### src/rtl/mem_bus_pkg.sv
// rtl/mem_bus_pkg.sv - shared widths, defaults and FSM encoding for the memory bus initiator
package mem_bus_pkg;

  localparam int AW_DEF      = 16;
  localparam int DW_DEF      = 16;
  localparam int TIMEOUT_DEF = 64;

  typedef enum logic [1:0] {
    IDLE   = 2'd0,
    REQ_HI = 2'd1,
    REQ_LO = 2'd2,
    RSP    = 2'd3
  } mem_state_t;

endpackage

### src/rtl/mem_initiator_if.sv
// rtl/mem_initiator_if.sv - REQ/ACK four-phase memory bus between initiator and responder
interface mem_initiator_if #(
  parameter int AW = 16,
  parameter int DW = 16
);
  logic [AW-1:0] ADDR;
  logic [DW-1:0] DIN;
  logic [DW-1:0] DOUT;
  logic          WEN;
  logic          REQ;
  logic          ACK;

  modport master (output ADDR, output DIN, output WEN, output REQ, input DOUT, input ACK);
  modport slave  (input ADDR, input DIN, input WEN, input REQ, output DOUT, output ACK);
endinterface

### src/rtl/mem_phase_timer.sv
// rtl/mem_phase_timer.sv - per-phase cycle counter; expired once enable has been held TIMEOUT cycles
module mem_phase_timer #(
  parameter int TIMEOUT = 64
) (
  input  logic CLK,
  input  logic nRST,
  input  logic clear,
  input  logic enable,
  output logic expired
);
  localparam int CW = $clog2(TIMEOUT + 1);

  logic [CW-1:0] count;

  always_ff @(posedge CLK) begin
    if (!nRST || clear) begin
      count <= '0;
    end else if (enable && !expired) begin
      count <= count + 1'b1;
    end
  end

  // Fires in the TIMEOUT-th enabled cycle so the FSM leaves on that edge.
  assign expired = enable && (count == CW'(TIMEOUT - 1));
endmodule

### src/rtl/mem_initiator.sv
// rtl/mem_initiator.sv - single-outstanding REQ/ACK four-phase bus initiator with cmd/rsp ports
// Optional phase timeout abort: MEM_INITIATOR_TIMEOUT_EN
module mem_initiator
  import mem_bus_pkg::*;
#(
  parameter int AW      = AW_DEF,
  parameter int DW      = DW_DEF,
  parameter int TIMEOUT = TIMEOUT_DEF
) (
  input  logic          CLK,
  input  logic          nRST,
  input  logic          cmd_valid,
  output logic          cmd_ready,
  input  logic          cmd_wen,
  input  logic [AW-1:0] cmd_addr,
  input  logic [DW-1:0] cmd_wdata,
  output logic          rsp_valid,
  input  logic          rsp_ready,
  output logic          rsp_wen,
  output logic [DW-1:0] rsp_rdata,
  output logic          rsp_err,
  mem_initiator_if.master bus
);
  mem_state_t state, state_next;
  logic       accept;
  logic       phase_expired;

`ifdef MEM_INITIATOR_TIMEOUT_EN
  logic phase_clear, phase_en;

  assign phase_clear = (state != state_next);
  assign phase_en    = (state == REQ_HI) || (state == REQ_LO);

  mem_phase_timer #(.TIMEOUT(TIMEOUT)) u_phase_timer (
    .CLK     (CLK),
    .nRST    (nRST),
    .clear   (phase_clear),
    .enable  (phase_en),
    .expired (phase_expired)
  );
`else
  assign phase_expired = 1'b0;
`endif

  always_ff @(posedge CLK) begin
    if (!nRST) begin
      state <= IDLE;
    end else begin
      state <= state_next;
    end
  end

  always_comb begin
    state_next = state;
    case (state)
      IDLE:    if (accept) state_next = REQ_HI;
      REQ_HI:  if (bus.ACK || phase_expired) state_next = (bus.ACK) ? REQ_LO : RSP;
      REQ_LO:  if (!bus.ACK || phase_expired) state_next = RSP;
      RSP:     if (rsp_ready) state_next = IDLE;
      default: state_next = IDLE;
    endcase
  end

  // Holding off while ACK is still high keeps a late/stuck responder from seeing a new REQ.
  always_comb begin
    cmd_ready = nRST && (state == IDLE) && !bus.ACK;
    accept    = cmd_valid && cmd_ready;
  end

  always_ff @(posedge CLK) begin
    if (!nRST) begin
      bus.ADDR  <= '0;
      bus.DIN   <= '0;
      bus.WEN   <= 1'b0;
      bus.REQ   <= 1'b0;
      rsp_valid <= 1'b0;
      rsp_wen   <= 1'b0;
      rsp_rdata <= '0;
      rsp_err   <= 1'b0;
    end else begin
      case (state)
        IDLE: begin
          if (accept) begin
            bus.ADDR <= cmd_addr;
            bus.DIN  <= cmd_wdata;
            bus.WEN  <= cmd_wen;
            bus.REQ  <= 1'b1;
            rsp_wen  <= cmd_wen;
            rsp_err  <= 1'b0;
          end
        end
        REQ_HI: begin
          if (bus.ACK) begin
            rsp_rdata <= bus.WEN ? '0 : bus.DOUT;
            bus.REQ   <= 1'b0;
          end else if (phase_expired) begin
            bus.REQ   <= 1'b0;
            rsp_rdata <= '0;
            rsp_err   <= 1'b1;
            rsp_valid <= 1'b1;
          end
        end
        REQ_LO: begin
          if (!bus.ACK) begin
            rsp_valid <= 1'b1;
          end else if (phase_expired) begin
            rsp_err   <= 1'b1;
            rsp_valid <= 1'b1;
          end
        end
        RSP: begin
          if (rsp_ready) rsp_valid <= 1'b0;
        end
        default: ;
      endcase
    end
  end
endmodule
### src/flat_wrapper.sv
// flat-port wrapper written by rule: the top's interface ports become plain ports
module mem_initiator_flat import mem_bus_pkg::*;
#(
  parameter int AW      = AW_DEF,
  parameter int DW      = DW_DEF,
  parameter int TIMEOUT = TIMEOUT_DEF
)
  (CLK, nRST, cmd_valid, cmd_ready, cmd_wen, cmd_addr, cmd_wdata, rsp_valid, rsp_ready, rsp_wen, rsp_rdata, rsp_err, bus_ADDR, bus_DIN, bus_WEN, bus_REQ, bus_DOUT, bus_ACK);
  mem_initiator_if #(.AW(AW), .DW(DW)) bus_i ();
  input  logic CLK;
  input  logic nRST;
  input  logic cmd_valid;
  output logic cmd_ready;
  input  logic cmd_wen;
  input  logic [AW-1:0] cmd_addr;
  input  logic [DW-1:0] cmd_wdata;
  output logic rsp_valid;
  input  logic rsp_ready;
  output logic rsp_wen;
  output logic [DW-1:0] rsp_rdata;
  output logic rsp_err;
  output wire logic [$bits(bus_i.ADDR)-1:0] bus_ADDR;
  output wire logic [$bits(bus_i.DIN)-1:0] bus_DIN;
  output wire logic [$bits(bus_i.WEN)-1:0] bus_WEN;
  output wire logic [$bits(bus_i.REQ)-1:0] bus_REQ;
  input wire logic [$bits(bus_i.DOUT)-1:0] bus_DOUT;
  input wire logic [$bits(bus_i.ACK)-1:0] bus_ACK;
  assign bus_ADDR = bus_i.ADDR;
  assign bus_DIN = bus_i.DIN;
  assign bus_WEN = bus_i.WEN;
  assign bus_REQ = bus_i.REQ;
  assign bus_i.DOUT = bus_DOUT;
  assign bus_i.ACK = bus_ACK;
  mem_initiator #(.AW(AW), .DW(DW), .TIMEOUT(TIMEOUT)) u_core (.CLK(CLK), .nRST(nRST), .cmd_valid(cmd_valid), .cmd_ready(cmd_ready), .cmd_wen(cmd_wen), .cmd_addr(cmd_addr), .cmd_wdata(cmd_wdata), .rsp_valid(rsp_valid), .rsp_ready(rsp_ready), .rsp_wen(rsp_wen), .rsp_rdata(rsp_rdata), .rsp_err(rsp_err), .bus(bus_i));
endmodule
### config.mk
export PLATFORM = sky130hd
export DESIGN_NAME = mem_initiator_flat
export DESIGN_NICKNAME = d
export VERILOG_FILES = /design/src/rtl/mem_bus_pkg.sv /design/src/rtl/mem_initiator_if.sv /design/src/rtl/mem_phase_timer.sv /design/src/rtl/mem_initiator.sv /design/src/flat_wrapper.sv
export SDC_FILE = /design/constraint.sdc
export NUM_CORES = 1
export LEC_CHECK = 0
export CORE_MARGIN = 3
export CORE_UTILIZATION = 40
export DETAILED_ROUTE_END_ITERATION = 16
export HOLD_SLACK_MARGIN = 0.15
export PLACE_DENSITY = 0.79
export SLEW_MARGIN = 25
export SYNTH_ARGS = -nofsm -noshare
export SYNTH_HDL_FRONTEND = slang
export SYNTH_SLANG_ARGS = --single-unit
### constraint.sdc
create_clock -name CLK -period 2.2 [get_ports CLK]
set_clock_uncertainty 0.05 [all_clocks]
set_input_delay 0.66 -clock CLK [delete_from_list [all_inputs] [get_ports CLK]]
set_output_delay 0.66 -clock CLK [all_outputs]
set_load 0.02 [all_outputs]
==> metrics.cfg, run 1 <==
[status]
status = finished clean

[layout]
final_cell_mix = 105 x clkdlybuf4s50_1, 87 x nand2_1, 53 x dfxtp_1
n_antenna_cell = 0
layout_commonest_cell = clkdlybuf4s50_1
nets = 417
areaGrowthSynthToFinish_pct = 53.9
layout-drive-gt1-share_pct = 6.69

[power]
power.share.sequential_pct = 43.4
swShare_pct = 32.0
pwr-share-clk_pct = 20.5
p_sw_uw = 811
leakagePower_uw = 0.00125
internal_power_uw = 1720
power.density_mw_per_mm2 = 732
pwr-share-comb_pct = 36.1
peakVddDrop_mv = 0.436

[yosys]
synth_top_family_by_area = simple AND/OR/NAND/NOR gates
synth_seq_cells = 53
synth.area.mux_share_pct = 1.56
synth-async-reset-ratio_pct = 0
synth_cells = 255
synth_adder_area_share_pct = 2.79
yosys.area_share.xor_xnor_pct = 0
ys_types = 22
avgSynthCellArea_um2 = 8.81
post_synth_and_or_nand_nor_area_fraction_pct = 23.2
seq_area_frac_synth_pct = 47.2
synth_edf_count = 0
synth-compound-area-share_pct = 18.8
synth_nets = 314
ys_warn_count = 0
synth_flop_cell = dfxtp_1
syn_area_mm2 = 0.00225

[placed_design]
port_buffers = 106
gp_congestion = 0.750
hpwl_um = 3960
place_ws_ns = -0.400

[routing]
vias = 2034
wl_um = 5560
wl_per_cell_um = 13.0
drt_iter0_drc = 57
drc = 0
via_per_inst = 4.74
firstDrtPassIters = 4
final_antenna_net_count = 0

[clock_network]
clk-insertion-delay-late_ns = 0.29
clockRootBuffer = clkbuf_8
holdBufCountCts = 0
cts_max_path_buffers = 2
post_cts_buffers = 0
numCtsBuffers = 5
clkTransAtPathRegs_ns = 0.09
cts_tree = built
htree_levels = 2
clock_sinks = 53

[floorplan]
die_h_um = 80.9
coreArea_mm2 = 0.00527
rows = 26
io_pins = 108
die_area_mm2 = 0.00655
chipWidth_um = 80.9
initial_utilization_pct = 42.6

[timing]
slew_violations = 0
fin_ws_ns = 0.0278
max_freq_mhz = 460
min_period_over_period_pct = 98.7
setup_tns_ns = 0
hold_viol = 0
setup_viol = 0
min_period_ns = 2.17
rsz0062_at_grt = no

[critical_path]
cp_max_fo = 2
critical_path_class = input pin to output port
cp.required_ns = 1.49
start_kind = input pin
endpoint_kind = output port
cp.arrival_ns = 1.46

[grt]
first_global_vias = 2026
grt_pass1_wl_um = 8980
grt_max_degree = 58
overflow = 0
grt_antenna_before_repair = 0
grt_usage_pct = 17.2

[hold_path]
hold_path.class = flop to flop

[job]
maxCapViolations = 0

layer usage:
metal	wire [µm]	track usage, %
met5	0	0
met4	10	3.72
met3	488	6.65
met2	2670	30.8
met1	2390	19.4
through the flow:
| stage | hold slack, ns | power [µW] | instances | util [%] | area [µm²] |
|---|---|---|---|---|---|
| after global placement | 0.387 | 2030 | 421 | 64.0 | 3370 |
| after detailed placement | 0.394 | 2040 | 421 | 64.0 | 3370 |
| final | 0.403 | 2530 | 429 | 65.6 | 3460 |
| after CTS | 0.407 | 2560 | 429 | 65.5 | 3450 |
| after floorplan | 0.418 | 1630 | 255 | - | 2250 |
| after global routing | 0.425 | 2690 | 429 | 65.6 | 3460 |
sequential cells by signal, indices dropped and copies added (netlist names):
signal / cells
u_core.bus.REQ: 1
u_core.rsp_rdata: 16
u_core.state: 2
u_core.bus.DIN: 16
u_core.bus.ADDR: 16
u_core.rsp_valid: 1
u_core.rsp_wen: 1
logic make-up (layout without fill, tap and decap cells):
logic type / count (synthesis) / after routing
and+or+nand+nor: 108 / 108
AOI/OAI and AO/OA: 57 / 57
DFF: 53 / 53
buffers and inverters: 28 / 132
adders and majority gates: 5 / 5
muxes: 3 / 3
other: 1 / 1
area by class of cell:
class,instances,area [µm²]
Clock inverter,2,10.0
Tap cell,70,87.6
Multi-Input combinational cell,174,1050
Timing Repair Buffer,118,1150
Clock buffer,6,72.6
Fill cell,462,1810
Inverter,6,22.5
Sequential cell,53,1060
critical path, stage by stage:
cell and delay [ns]:
clkdlybuf4s50_1 0.49, nor3b_2 0.16, buf_4 0.16
synthesized netlist by cell type (2+ instances only):
cell type	instances	area share [%]
o21a_1	2	0.67
buf_2	6	1.3
inv_1	6	1.0
buf_4	5	1.7
nand4b_1	16	6.2
a21boi_1	49	16
ha_1	5	2.8
nand2_1	87	15
mux2i_1	2	0.89
dfxtp_1	53	47
clkbuf_1	10	1.7
a21oi_1	4	0.89
final timing paths:
kind / start / endpoint / slack (ns) / depth (start not counted)
max: nRST / cmd_ready / 0.03 / 3
max reg2reg: u_core.state[0] / u_core.state[1] / 0.50 / 5
min: u_core.rsp_rdata[14] / u_core.rsp_rdata[14] / 0.40 / 2
min reg2reg: u_core.rsp_rdata[14] / u_core.rsp_rdata[14] / 0.40 / 2
power by group through the flow:
stage	registers, µW	logic [µW]	clock network (µW)
2_1_floorplan	1220	412	0
3_3_place_gp	1120	906	0
3_5_place_dp	1120	923	0
4_1_cts	1100	922	542
5_1_grt	1110	998	582
6_report	1100	913	520
what timing repair did:
action / 4_1_cts / 5_1_grt
gates resized for setup: 4 / 2
gates cloned: 0 / 0
endpoints found under the setup margin: 1 / 28
No activity file was read; power rests on OpenSTA's default activity.
==> inputs of run 2 (changes only) <==
ABC_CLOCK_PERIOD_IN_PS = 2200   (was not set)
==> results of run 2 <==
Same layout as run 1: the final DEF is identical, and so are final timing and power.
==> inputs of run 3 (changes only) <==
CORE_UTILIZATION = 41   (was 40)
CTS_CLUSTER_DIAMETER = 200   (was not set)
PLACE_DENSITY = 0.81   (was 0.79)
SYNTH_HIERARCHICAL = 1   (was not set)
==> run 3 against run 2 <==
  * Die area decreased by 1.6%
  * Clock-buffer cell count decreased by 1
  * Total power decreased by 1.2%
  * Highest routed layer unchanged
  * Area after synthesis increased by 0.67%
  * Non-clock buffer count increased by 1
  * Via count increased by 1.7%
  * Setup slack improved by 0.16 ns
  * Largest power group unchanged
  * Global-route usage increased by 0.71 points
  * Sequential share of layout area decreased by 0.21 points
  * Largest cell class unchanged
  * Core utilization increased by 1.3 points
  * Cell count decreased by 0.23%
  * Synthesized cell count decreased by 1.2%
==> metrics.cfg, run 3 <==
[routing]
wl_per_cell_um = 13.1
firstDrtPassIters = 4
wl_met1_um = 2220
wl_um = 5590
routed.top_layer = met4
via_per_inst = 4.83
wl_met2_um = 2870
drt_iter0_drc = 59
met3WireLength_um = 466
drc = 0
final_antenna_net_count = 0
vias = 2069

[grt]
grt_max_degree = 59
overflow = 0
first_global_vias = 2003
grt_antenna_before_repair = 0
grt_pass1_wl_um = 9230
grt_usage_pct = 18.0

[floorplan]
initial_utilization_pct = 43.4
chipWidth_um = 80.3
coreArea_mm2 = 0.00520
die_h_um = 80.3
io_pins = 108
die_area_mm2 = 0.00644
rows = 26

[timing]
rsz0062_at_grt = no
max_freq_mhz = 497
min_period_over_period_pct = 91.4
setup_tns_ns = 0
slew_violations = 0
min_period_ns = 2.01
setup_viol = 0
fin_ws_ns = 0.189
hold_viol = 0

[yosys]
synth_seq_cells = 53
synth-async-reset-ratio_pct = 0
synthTopCellsByCount = 87 x nand2_1, 53 x dfxtp_1, 30 x a21boi_1
synth_edf_count = 0
synthTopCellsByArea = dfxtp_1 47%, nand2_1 14%, a21boi_1 10%
seq_area_frac_synth_pct = 46.9
synth_nets = 311
yosysMostFrequentCell = nand2_1
ys_types = 24
synth_flop_cell = dfxtp_1
syn_area_mm2 = 0.00226
avgSynthCellArea_um2 = 8.97
ys_warn_count = 6
yosysTopAreaCellShare_pct = 46.9
synth_cells = 252
synth_top_area_cell = dfxtp_1

[status]
status = finished clean

[clock_network]
htree_levels = 2
clkTransAtPathRegs_ns = 0.09
post_cts_buffers = 0
clk-insertion-delay-late_ns = 0.30
holdBufCountCts = 0
cts_tree = built
clockRootBuffer = clkbuf_8
cts_max_path_buffers = 2
numCtsBuffers = 5
clock_sinks = 53

[critical_path]
critPathSlowestCell = clkdlybuf4s50_1
endpoint_kind = output port
slowest_delay_ns = 0.63
cp_max_fo = 3
cp.required_ns = 1.49
crit_chain = clkdlybuf4s50_1
critPathBufInv = 1
regToRegSetupSlack_ns = 0.60
cp.arrival_ns = 1.30
critical_path_class = flop to output port
crit_start = u_core/rsp_valid
regToRegStartpoint = u_core/state[0]
start_kind = flop
path_delay_family = buffers and inverters

[layout]
multiInputGateArea_mm2 = 0.00106
reg_top3 = u_core/bus.ADDR x16, u_core/bus.DIN x16, u_core/rsp_rdata x16
layout-drive-gt1-share_pct = 7.26
final_cell_mix = 103 x clkdlybuf4s50_1, 87 x nand2_1, 53 x dfxtp_1
fill_cells = 444
fin_util_pct = 66.9
layout_commonest_cell = clkdlybuf4s50_1
nets = 416
n_antenna_cell = 0
seqCellArea_mm2 = 0.00106
layout.cells.non_filler = 428
areaGrowthSynthToFinish_pct = 54.0

[power]
power.density_mw_per_mm2 = 719
leakagePower_uw = 0.00123
peakVddDrop_mv = 0.428

[hold_path]
hold_path.class = flop to flop
min-delay-start = u_core/bus.ADDR[6]

[placed_design]
gp_congestion = 0.734
hpwl_um = 4010
dp.cells = 420
place_ws_ns = -0.498
port_buffers = 106

[job]
maxCapViolations = 0

## run 3: cell types whose count changed after synthesis, sizes merged, moves of 2 or more
cell / before / now
inv: 6 / 2
nor2b: 0 / 2
clkbuf: 10 / 7
a21oi: 4 / 0
buf: 12 / 14
o21a: 2 / 0
## run 3: worst paths after layout
| kind | endpoint | cells after the start |
|---|---|---|
| setup / recovery | rsp_valid | 1 |
| hold / removal | u_core/bus.ADDR[6] | 2 |
| setup reg to reg | u_core/state[1] | 6 |
| hold reg to reg | u_core/bus.ADDR[6] | 2 |
## run 3: power breakdown
group / leakage [µW] / total [µW] / internal [µW] / switching (µW)
Clock: 0.0000445 / 545 / 226 / 319
Combinational: 0.000755 / 859 / 433 / 425
Sequential: 0.000430 / 1100 / 1050 / 45.9
## run 3: layer usage
metal  up-vias  global-route usage [%]
met4         0                    4.56
li1       1042                       -
met3         4                    5.16
met5         -                       0
met1       949                    20.8
met2        74                    32.2
## run 3: layout make-up
type                       count  area share (%)
inverter                       2           0.216
clock buffer                   5            1.98
clock inverter                 3           0.611
sequential                    53            30.5
timing repair buffer         119            33.8
multi-input combinational    176            30.4
tap                           70            2.52
## run 3: kinds of logic (layout without fill, tap and decap cells)
logic type / after synthesis / after routing / share of synthesized area, %
other: 1 / 1 / 0.166
buffers and inverters: 23 / 129 / 6.36
flip-flops: 53 / 53 / 46.9
AND/OR/NAND/NOR: 113 / 113 / 23.9
AO/OA/AOI/OAI: 54 / 54 / 18.3
multiplexers: 3 / 3 / 1.55
adder cells (fa/ha/maj): 5 / 5 / 2.77
## run 3: repair_timing
item	4_1_cts	5_1_grt
resized for setup	8	2
endpoints found under the setup margin	1	23
pin swaps	0	1
## run 3: through the flow
| stage | area (µm²) | total power, µW | hold slack, ns |
|---|---|---|---|
| 4_1_cts | 3470 | 2540 | 0.407 |
| 3_5_place_dp | 3380 | 1990 | 0.394 |
| 2_1_floorplan | 2260 | 1600 | 0.418 |
| 6_report | 3480 | 2500 | 0.405 |
| 3_3_place_gp | 3380 | 1970 | 0.390 |
| 5_1_grt | 3480 | 2650 | 0.421 |
==> RTL edit 1 (settings of run 2) <==
Build with the macro `MEM_INITIATOR_TIMEOUT_EN` defined.
--- a/src/rtl/mem_initiator.sv
+++ b/src/rtl/mem_initiator.sv
@@ -1,4 +1,6 @@
 // rtl/mem_initiator.sv - single-outstanding REQ/ACK four-phase bus initiator with cmd/rsp ports
 // Optional phase timeout abort: MEM_INITIATOR_TIMEOUT_EN
+`define MEM_INITIATOR_TIMEOUT_EN
+
 module mem_initiator
   import mem_bus_pkg::*;
Function: no difference found for any inputs over 4 cycles, from zero or initial values and one cycle with nRST low; that may be too few to reach the edited logic, so the function may still have changed.
==> RTL edit 1 against run 2 <==
Wire length grew 25%; design area grew 16%; die area grew 11%; core utilization grew 1.4 points; total power grew 36%; area after synthesis grew 12%; setup slack gained 7.7 ps; sequential cell count grew 8; largest cell class unchanged.
==> RTL edit 1: results (changes against run 2) <==
----------------------------------------------------
[Placed design]
  Worst setup slack after placement ... -524 ps (-124 ps)
  Dpl hpwl ... 4.89 mm (+23%)
  Placed cell count ... 463 (+10%)
  RD Place Congestion ... 0.872 (+16%)
  Area after detailed placement ... 3750 um^2 (+11%)

[Finish]
  Final cell count without fillers ... 480 (+12%)
  Share of layout cells above drive strength 1 ... 11.6% (+4.9 points)

[Route]
  Initial detailed-routing violation count ... 72 (+26%)
  Per-cell via count in the routed design ... 5.07 (+6.9%)
  Met1 wire length ... 3.11 mm (+30%)
  Routed wirelength normalized by instance count ... 14.5 um (+12%)
  Length of routed met2 wiring ... 3.28 mm (+23%)

[Logic synthesis]
  Number of unique standard cell types used by synthesis ... 40 (+82%)
  Xor and xnor fraction of the mapped netlist area ... 0.697% (+0.70 points)
  Multiplexer share of the synthesized area ... 0.796% (-0.76 points)
  Area share of fa/ha/maj cells after synthesis ... 2.99% (+0.20 points)
  Proportion of synthesized chip area in sequential cells ... 48.6% (+1.3 points)
  Net Count, Synth ... 339 (+8.0%)
  Top cells by area, synth ... dfxtp_1 (49%), nand2_1 (11%), a21boi_0 (10%)
  Post-Synthesis Cells ... 279 (+9.4%)

[Hold path]
  Beginning of the worst hold path ... u_core.bus.DIN[6]$_SDFFE_PN0P_

[Worst setup path]
  Launch instance of the worst register-to-register path ... u_core.state[1]$_SDFF_PN0_

[Clocking]
  Source-to-sink clock delay at the later pin of the worst-skew pair ... 330 ps (+40 ps)
  H-tree level count ... 3 (+1)

[Power]
  Leakage power figure ... 1.52 nW (+21%)
  Maximum resistive drop on vdd ... 0.483 mV (+11%)

[Global routing]
  Vias in the first global route ... 2359 (+16%)
  GRT Resource Usage Total ... 19.3% (+2.1 points)

[Run status]
  Run status ... complete, no violations

----------------------------------------------------
-- RTL edit 1: changes by cell type in the layout (fill, tap and decap cells not counted), moves of 4 or more --
cell,delta
buf_4,+9
nand3_1,+4
a21boi_1,-49
and3_1,+4
nand4b_1,-16
clkbuf_8,+6
a21boi_0,+34
nor2b_1,+4
nor2_1,+10
a22o_1,+16
dfxtp_1,+8
nand2_1,-10
-- RTL edit 1: critical path: stages --
cell and delay (ps):
clkdlybuf4s50_1 510, and2_1 160, buf_6 120
-- RTL edit 1: power breakdown --
part,internal [mW],switching [mW],total [mW]
clock,0.696,0.410,1.11
sequential,1.20,0.0528,1.26
combinational,0.537,0.546,1.08
-- RTL edit 1: kinds of logic after synthesis --
family	after synthesis
mux	2
xor+xnor	2
buf+inv	25
flops	61
compound gates	72
simple gates	111
fa+ha+maj	6
-- RTL edit 1: area by class of cell --
class                   count  area, um^2
repair buffers            130        1260
well taps                  75        93.8
clock buffers              12         155
flip-flops and latches     61        1220
inverters                   5        18.8
clock inverters             4        70.1
fillers                   485        1980
multi-input cells         193        1190
-- RTL edit 1: layer usage --
metal  track usage, %  vias to the layer above
li1                 -                     1194
met1             24.7                     1120
met5                0                        -
met4             7.05                        0
met2             31.4                      106
met3             5.15                       12
-- RTL edit 1: path summary, 6_finish.rpt --
kind | end | slack, ps | depth (start not counted)
worst max-delay path | cmd_ready | 40 | 3
worst min-delay path | u_core.bus.DIN[6]$_SDFFE_PN0P_ | 410 | 2
worst max register to register | u_core.u_phase_timer.count[6]$_SDFFE_PP0P_ | 130 | 8
worst min register to register | u_core.bus.DIN[6]$_SDFFE_PN0P_ | 410 | 2
-- RTL edit 1: what timing repair did --
item	in CTS	in global routing
setup endpoints to repair	6	11
setup buffers	1	0
resized for setup	8	7
pin swaps	1	0
==> RTL edit 2 (flow settings as in run 2) <==
Made on the original files. Make the reset (`nRST`) asynchronous in 2 clocked blocks.
--- a/src/rtl/mem_initiator.sv
+++ b/src/rtl/mem_initiator.sv
@@ -43,5 +43,5 @@
 `endif
 
-  always_ff @(posedge CLK) begin
+  always_ff @(posedge CLK or negedge nRST) begin
     if (!nRST) begin
       state <= IDLE;
@@ -68,5 +68,5 @@
   end
 
-  always_ff @(posedge CLK) begin
+  always_ff @(posedge CLK or negedge nRST) begin
     if (!nRST) begin
       bus.ADDR  <= '0;
Behaviour: differs if nRST is asserted again (counterexample within 4 cycles, from zero or initial values and one cycle with nRST low); with nRST held inactive, the same outputs for 10 cycles.
==> RTL edit 2 against run 2 <==
Sequential share of layout area is 6.3 points higher; sequential cell count stayed put; design area is 3.6% higher; wire length is 6.4% lower; setup slack better by 140 ps; core utilization is 0.96 points lower; area after synthesis is 2.8% higher; critical path depth is 1 higher; critical path type is now flop to output pin; critical endpoint unchanged.
Power is not compared: it rests on default switching activity, and its combinational part moved more than twofold at a synthesized area within 25%.
==> RTL edit 2: results (changes against run 2) <==
----------------------------------------------------
[Finish]
  Storage cell area ... 1330 um^2 (+25%)
  Net count of the finished layout ... 342 (-18%)
  Final-layout non-clock buffer area share ... 32.1% (-1.2 points)
  Invs w/o clock ... 3 (-3)
  Number of flip-flops and latches ... 53 (unchanged)
  Share of layout cells above drive strength 1 ... 19.7% (+13 points)
  Count of plain and timing-repair buffers ... 117 (-0.85%)
  Area occupied by multi-input gates ... 908 um^2 (-14%)
  Filler cell count ... 438 (-5.2%)
  Clock buffers and inverters, area share ... 2.62% (+0.23 points)
  Comb_multi_in ... 103 (-41%)

[Route]
  Initial detailed-routing violation count ... 51 (-11%)
  Per-cell via count in the routed design ... 4.59 (-3.3%)
  Total number of vias ... 1633 (-20%)

[Placed design]
  Dpl hpwl ... 3.95 mm (-0.36%)
  RD Place Congestion ... 0.728 (-2.9%)
  Placed cell count ... 348 (-17%)

[Global routing]
  Maximum number of pins on one net before global-route repair ... 54 (-6.9%)
  Vias in the first global route ... 1686 (-17%)
  Wire length of the first global-routing pass ... 7.94 mm (-12%)

[Logic synthesis]
  Net Count, Synth ... 227 (-28%)
  Share of flip-flops with an asynchronous set or reset after synthesis ... 100% (+100 points)
  Proportion of synthesized chip area in sequential cells ... 57.4% (+10 points)
  Top cell types by occurrence after synthesis ... dfrtp_1 (53), mux2_4 (31), nand2_1 (20), o21ai_0 (17), nand2b_1 (16)
  Synth Area in Compound Gates ... 4.66% (-14 points)
  Number of unique standard cell types used by synthesis ... 20 (-9.1%)
  Post-synthesis area per instance ... 13.7 um^2 (+56%)

[Worst setup path]
  Data arrival, critical path ... 1320 ps (-140 ps)
  Delay contributed by the slowest stage of the critical path ... 380 ps (-110 ps)
  Maximum fanout along the worst path ... 3 (+1)
  Largest delay share family, worst path ... flip-flops

[Run status]
  Run status ... complete, no violations

----------------------------------------------------
RTL edit 2: changes by cell type after synthesis, sizes merged, moves of 3 or more:
cell	run 2	this run
clkbuf	10	4
dfxtp	53	0
nand4b	17	1
nand2	87	20
nand2b	1	16
buf	12	5
inv	6	3
mux2	1	34
o21ai	1	17
a21boi	49	0
dfrtp	0	53
RTL edit 2: per-stage QoR:
step	area [um^2]	setup WS, ps
after floorplan	2310	484
final	3580	172
after detailed placement	3490	-439
after global placement	3490	-389
after CTS	3580	1.72
after global routing	3580	81.7
RTL edit 2: path summary, 6_finish.rpt:
kind	cells after the start	endpoint	slack (ps)	start
max	4	cmd_ready	170	u_core.state[0]$_DFFE_PN0P_
max in group asynchronous	3	u_core.rsp_rdata[0]$_DFFE_PN0P_	1040	nRST
min reg2reg	2	u_core.rsp_rdata[2]$_DFFE_PN0P_	430	u_core.rsp_rdata[2]$_DFFE_PN0P_
max reg2reg	6	u_core.state[1]$_DFFE_PN0P_	500	u_core.state[0]$_DFFE_PN0P_
min in group asynchronous	3	u_core.bus.DIN[15]$_DFFE_PN0P_	630	nRST
min	2	u_core.rsp_rdata[2]$_DFFE_PN0P_	430	u_core.rsp_rdata[2]$_DFFE_PN0P_
RTL edit 2: routing by layer:
layer / GRT usage, % / part of all wire (%) / up-vias
met1: 19.5 / 41 / 782
met5: 0 / 0 / -
li1: - / - / 787
met4: 2.49 / 0.29 / 0
met3: 5.26 / 8.6 / 2
met2: 26.3 / 50 / 62
RTL edit 2: repair_timing:
action | 4_1_cts | 5_1_grt
pin swaps | 0 | 0
endpoints found under the hold margin | 0 | 0
endpoints found under the setup margin | 1 | 1
resized for setup | 4 | 2
RTL edit 2: worst min-delay path, stage by stage (launching register included):
cell and delay [ps]:
dfrtp_1 350, nand2_1 50, o21ai_0 60
